--- src/rtl/serdes_symbols_pkg.sv ---
// Shared 10-bit symbol definitions for the TX scheduler and the RX elastic buffer checks.
package serdes_symbols_pkg;

    // Bit 8 is the K flag, bits 7:0 the byte.
    typedef logic [9:0] symbol_t;

    localparam symbol_t COMMA_SYMBOL = 10'h1BC;
    localparam symbol_t SKIP_SYMBOL  = 10'h1A1;
    localparam symbol_t IDLE_SYMBOL  = 10'h17C;

    typedef enum logic {STREAM, SEND_SKP} state_t;

    // Symbols reserved for ordered sets; upstream must never send them as data.
    function automatic logic is_reserved(symbol_t sym);
        return (sym == COMMA_SYMBOL) || (sym == SKIP_SYMBOL);
    endfunction

endpackage

--- src/rtl/tx_skp_inserter_if.sv ---
// Upstream symbol handshake into the SKP inserter.
interface tx_skp_inserter_if;
    import serdes_symbols_pkg::*;

    symbol_t data_in;
    logic    in_valid;
    logic    in_ready;
    logic    force_skp;

    modport master (output data_in, output in_valid, output force_skp, input in_ready);
    modport slave  (input data_in, input in_valid, input force_skp, output in_ready);

endinterface

--- src/rtl/skp_interval_timer.sv ---
// Counts stream symbols between ordered sets and decides when the next set is due.
module skp_interval_timer #(
    parameter int unsigned SKP_INTERVAL = 1180
) (
    input  logic local_clock,
    input  logic reset,
    input  logic i_stream,
    input  logic i_force_skp,
    output logic o_due
);

    localparam int unsigned CntW = $clog2(SKP_INTERVAL);
    localparam logic [CntW-1:0] LastCnt = CntW'(SKP_INTERVAL - 1);

    logic [CntW-1:0] r_interval_cnt;
    logic            r_expired;
    logic            r_force_pending;

    // r_expired marks that the last of SKP_INTERVAL stream symbols has gone out, so the
    // set starts on the following cycle and the gap is exactly SKP_INTERVAL symbols.
    assign o_due = i_stream && (r_expired || r_force_pending || i_force_skp);

    // Interval count, expiry flag and collapsed force request.
    always_ff @(posedge local_clock) begin
        if (!reset) begin
            r_interval_cnt  <= '0;
            r_expired       <= 1'b0;
            r_force_pending <= 1'b0;
        end else if (i_stream) begin
            if (o_due) begin
                r_interval_cnt  <= '0;
                r_expired       <= 1'b0;
                r_force_pending <= 1'b0;
            end else if (r_interval_cnt == LastCnt) begin
                r_expired <= 1'b1;
            end else begin
                r_interval_cnt <= r_interval_cnt + 1'b1;
            end
        end else if (i_force_skp) begin
            r_force_pending <= 1'b1;
        end
    end

endmodule

--- src/rtl/tx_skp_inserter.sv ---
// TX clock-compensation scheduler: forwards symbols and periodically inserts SKP ordered sets.
module tx_skp_inserter
    import serdes_symbols_pkg::*;
#(
    parameter int unsigned SKP_INTERVAL = 1180,
    parameter int unsigned SKP_COUNT    = 3
) (
    input  logic                local_clock,
    input  logic                reset,
    tx_skp_inserter_if.slave    bus,
    output symbol_t             data_out,
    output logic                skp_active,
    output logic                illegal_symbol
);

    localparam int unsigned SkpW = $clog2(SKP_COUNT + 1);
    localparam logic [SkpW-1:0] SkpLast = SkpW'(SKP_COUNT - 1);

    state_t          r_state;
    logic [SkpW-1:0] r_skp_cnt;
    symbol_t         r_data_out;
    logic            r_skp_active;
    logic            r_illegal;

    logic w_stream;
    logic w_due;

    assign w_stream = (r_state == STREAM);

    skp_interval_timer #(
        .SKP_INTERVAL (SKP_INTERVAL)
    ) u_timer (
        .local_clock (local_clock),
        .reset       (reset),
        .i_stream    (w_stream),
        .i_force_skp (bus.force_skp),
        .o_due       (w_due)
    );

    assign bus.in_ready   = reset && w_stream && !w_due;
    assign data_out       = r_data_out;
    assign skp_active     = r_skp_active;
    assign illegal_symbol = r_illegal;

    // Scheduler FSM with registered symbol output.
    always_ff @(posedge local_clock) begin
        if (!reset) begin
            r_state      <= STREAM;
            r_skp_cnt    <= '0;
            r_data_out   <= IDLE_SYMBOL;
            r_skp_active <= 1'b0;
            r_illegal    <= 1'b0;
        end else begin
            unique case (r_state)
                STREAM: begin
                    if (w_due) begin
                        r_data_out   <= COMMA_SYMBOL;
                        r_skp_active <= 1'b1;
                        r_skp_cnt    <= '0;
                        r_state      <= SEND_SKP;
                    end else begin
                        // Not due and out of reset, so in_ready is high here.
                        r_data_out   <= bus.in_valid ? bus.data_in : IDLE_SYMBOL;
                        r_skp_active <= 1'b0;
                        if (bus.in_valid && is_reserved(bus.data_in)) begin
                            r_illegal <= 1'b1;
                        end
                    end
                end
                SEND_SKP: begin
                    r_data_out   <= SKIP_SYMBOL;
                    r_skp_active <= 1'b1;
                    r_skp_cnt    <= r_skp_cnt + 1'b1;
                    if (r_skp_cnt == SkpLast) begin
                        r_state <= STREAM;
                    end
                end
                default: r_state <= STREAM;
            endcase
        end
    end

endmodule

--- src/flat_wrapper.sv ---
// flat-port wrapper written by rule: the top's interface ports become plain ports
module tx_skp_inserter_flat import serdes_symbols_pkg::*;
#(
    parameter int unsigned SKP_INTERVAL = 1180,
    parameter int unsigned SKP_COUNT    = 3
)
  (local_clock, reset, data_out, skp_active, illegal_symbol, bus_data_in, bus_in_valid, bus_force_skp, bus_in_ready);
  tx_skp_inserter_if bus_i ();
  input  logic local_clock;
  input  logic reset;
  output symbol_t data_out;
  output logic skp_active;
  output logic illegal_symbol;
  input wire logic [$bits(bus_i.data_in)-1:0] bus_data_in;
  input wire logic [$bits(bus_i.in_valid)-1:0] bus_in_valid;
  input wire logic [$bits(bus_i.force_skp)-1:0] bus_force_skp;
  output wire logic [$bits(bus_i.in_ready)-1:0] bus_in_ready;
  assign bus_i.data_in = bus_data_in;
  assign bus_i.in_valid = bus_in_valid;
  assign bus_i.force_skp = bus_force_skp;
  assign bus_in_ready = bus_i.in_ready;
  tx_skp_inserter #(.SKP_INTERVAL(SKP_INTERVAL), .SKP_COUNT(SKP_COUNT)) u_core (.local_clock(local_clock), .reset(reset), .bus(bus_i), .data_out(data_out), .skp_active(skp_active), .illegal_symbol(illegal_symbol));
endmodule
--- config.mk ---
export PLATFORM = sky130hd
export DESIGN_NAME = tx_skp_inserter_flat
export DESIGN_NICKNAME = d
export VERILOG_FILES = /design/src/rtl/serdes_symbols_pkg.sv /design/src/rtl/tx_skp_inserter_if.sv /design/src/rtl/skp_interval_timer.sv /design/src/rtl/tx_skp_inserter.sv /design/src/flat_wrapper.sv
export SDC_FILE = /design/constraint.sdc
export NUM_CORES = 1
export LEC_CHECK = 0
export BUFFER_PORTS_ARGS = -buffer_cell sky130_fd_sc_hd__buf_4
export CAP_MARGIN = 30
export CORE_MARGIN = 2
export CORE_UTILIZATION = 50
export CTS_CLUSTER_SIZE = 28
export DETAILED_ROUTE_END_ITERATION = 10
export GPL_ROUTABILITY_DRIVEN = 0
export PLACE_DENSITY_LB_ADDON = 0.1
export SLEW_MARGIN = 0
export SYNTH_ARGS = -nofsm -noshare
export SYNTH_HDL_FRONTEND = slang
export SYNTH_SLANG_ARGS = --single-unit
--- constraint.sdc ---
create_clock -name local_clock -period 3.4 [get_ports local_clock]
set_input_delay 0.34 -clock local_clock [delete_from_list [all_inputs] [get_ports local_clock]]
set_output_delay 0.34 -clock local_clock [all_outputs]
set_load 0.02 [all_outputs]
==> impl_metrics.toml <==
[synth]
synthesis.nets = 144
synthTopCellsByArea = "dfxtp_1 (49%), nor2_1 (6.2%), o21ai_0 (4.3%)"
yosys_warnings = 0
synth_most_common_cell = "dfxtp_1"
ys_ff_latch = 28
synth_top_area_share = 0.485
synth_ff_type = "dfxtp_1"
synthCells = 128
synthTopCellsByCount = "dfxtp_1 (28), nor2_1 (19), o21ai_0 (10)"
synth_edf_count = 0
async_reset_ff_frac = 0
synth_top_cell_by_area = "dfxtp_1"
ys_seq_area_frac = 0.485
postSynthAreaPerCell_um2 = 9.02
ys_types = 38
syn_area_mm2 = 0.00115

[detailed_routing]
wl_per_cell_um = 13.2
drtIter0Drc = 17
drc_errors = 0
routed-via-count = 1045
drt_wl_total_um = 2410
drtPass1Iterations = 4
ant_nets = 0
vias_per_cell = 5.71

[floorplanning]
chipHeight_um = 52.1
pin_count = 27
die_area_mm2 = 0.00271
placementRows = 17
coreArea_mm2 = 0.00219
start_util = 0.527
fp.dieW_um = 52.1

[clock_tree]
cts_resized = 0
cts_tree = "yes"
cts.hold.buffers_added = 0
cts_buffers = 3
cts_buffer_depth = 2
clk_latency_ps = 320
path_clk_slew_ps = 140
cts-root-buf = "clkbuf_4"
cts_max_level = 1
post-cts-setup-buffer-count = 0
cts_sinks = 28

[global_routing]
grt_pass1_wl_um = 4300
grt_overflow = 0
grt_usage = 0.212
grt_max_degree = 23
grt_antenna_before_repair = 0
grt_pass1_vias = 1023

[finish]
num_antenna_cells = 0
drive_gt1_frac = 0.239
final_net_count = 172
area_delta_synth_final_pct = 22.3
fin_cells = 183
fill_cells = 177

[placement]
dp_cells = 179
dpl.hpwl_um = 1810
numPortBuffers = 26

[worst_hold_path]
holdPathStages = 2
hold_path.class = "in -> reg"
min_to = "u_core.data_out[8]"
min_from = "bus_data_in[8]"

[sta]
fin_setup_tns_ps = 0
min_period_over_period = 0.666
max_freq_mhz = 441
finalSetupViolations = 0
rsz0062_at_grt = "false"
period_needed_ps = 2270
slew_headroom = 0.457
tightestPinTransition_ps = 806
finalMaxSlewViolations = 0
finalHoldViolCount = 0
skew_ps = 4.95

[setup_path]
start_kind = "flop"
rr_worst_depth = 3
crit_arrival_ps = 1930
r2r-start = "u_core.r_state"
crit_fanout = 22
rrSetupSlack_ps = 1400
timing.rr.end = "u_core.u_timer.r_interval_cnt[10]"
worstSetupPathType = "reg -> out"
required_ps = 3060
endpoint_kind = "primary output"

[power_and_ir_drop]
power_density_mw_per_mm2 = 413
p_leak_uw = 0.000570
ir_worst_vdd_v = 0.000276

[status]
outcome = "finished clean"

[run]
cap_violations = 0
==> cell usage in the layout, fill, tap and decap left out, types with 2 or more instances in the layout <==
cell	instances
dfxtp_1	28
buf_4	27
nor2_1	19
o21ai_0	10
nand2_1	9
a21oi_1	7
a31oi_1	4
xnor2_1	4
inv_1	3
or4_1	3
nor3_1	3
nand3_1	3
clkbuf_4	3
nor4bb_1	2
and3_1	2
or3_2	2
nand4b_1	2
or2_2	2
ha_1	2
==> sequential cells by signal (all words and copies together) (netlist names) <==
register	flops
u_core.u_timer.r_interval_cnt	11
u_core.skp_active	1
u_core.r_state	1
u_core.r_skp_cnt	2
u_core.u_timer.r_force_pending	1
u_core.u_timer.r_expired	1
u_core.data_out	10
u_core.illegal_symbol	1
==> metal layers <==
| metal | track usage | up-vias | wire (µm) |
|---|---|---|---|
| li1 | - | 520 | - |
| met1 | 0.264 | 491 | 1130 |
| met2 | 0.359 | 28 | 1130 |
| met3 | 0.0431 | 6 | 115 |
| met4 | 0.0789 | 0 | 46 |
| met5 | 0 | - | 0 |
==> through the flow <==
step	total power [µW]	worst slack, ps	utilization	instance area [µm²]	hold WS (ps)
global placement	431	1480	0.628	1380	446
CTS	587	1140	0.645	1410	204
detailed placement	433	1450	0.628	1380	457
finish	583	1130	0.645	1410	205
floorplan	397	1570	-	1150	416
global route	610	968	0.645	1410	196
==> final cells by class <==
class / instances / area [µm²] / share of cell area
Clock buffer: 4 / 36.3 / 0.0257
Inverter: 3 / 11.3 / 0.00797
Multi-Input combinational cell: 93 / 567 / 0.401
Sequential cell: 28 / 561 / 0.397
Tap cell: 28 / 35.0 / 0.0248
Timing Repair Buffer: 27 / 203 / 0.143
==> cells by family (layout without fill, tap and decap cells) <==
group                    Yosys count  in the layout  synth area share
adder cells (fa/ha/maj)            2              2            0.0217
AO/OA/AOI/OAI                     30             30             0.163
XOR/XNOR                           5              5            0.0379
buffers and inverters              7             34            0.0238
multiplexers                       1              1           0.00975
flip-flops                        28             28             0.485
AND/OR/NAND/NOR                   55             55             0.259
==> power breakdown <==
| group | switching (µW) | internal [µW] |
|---|---|---|
| clock | 91.5 | 65.6 |
| sequential | 10.9 | 340 |
| combinational | 38.7 | 36.0 |
| total | 141 | 442 |
==> worst max-delay path, stage by stage (launching register included) <==
cell and delay, ps:
dfxtp_1 550, or4_1 680, nor2_1 190, buf_4 170
==> how the worst max path moves through the flow <==
| stage | slack (ps) | depth (start not counted) | startpoint | to |
|---|---|---|---|---|
| after CTS | 1140 | 3 | u_core.r_state | bus_in_ready |
| after global placement | 1480 | 3 | u_core.r_state | u_core.u_timer.r_interval_cnt[10] |
| after detailed placement | 1450 | 3 | u_core.r_state | u_core.u_timer.r_interval_cnt[10] |
| final | 1130 | 3 | u_core.r_state | bus_in_ready |
| after floorplan | 1570 | 5 | u_core.u_timer.r_expired | u_core.data_out[5] |
| after global routing | 970 | 3 | u_core.r_state | bus_in_ready |
No activity file was read; power rests on OpenSTA's default activity.
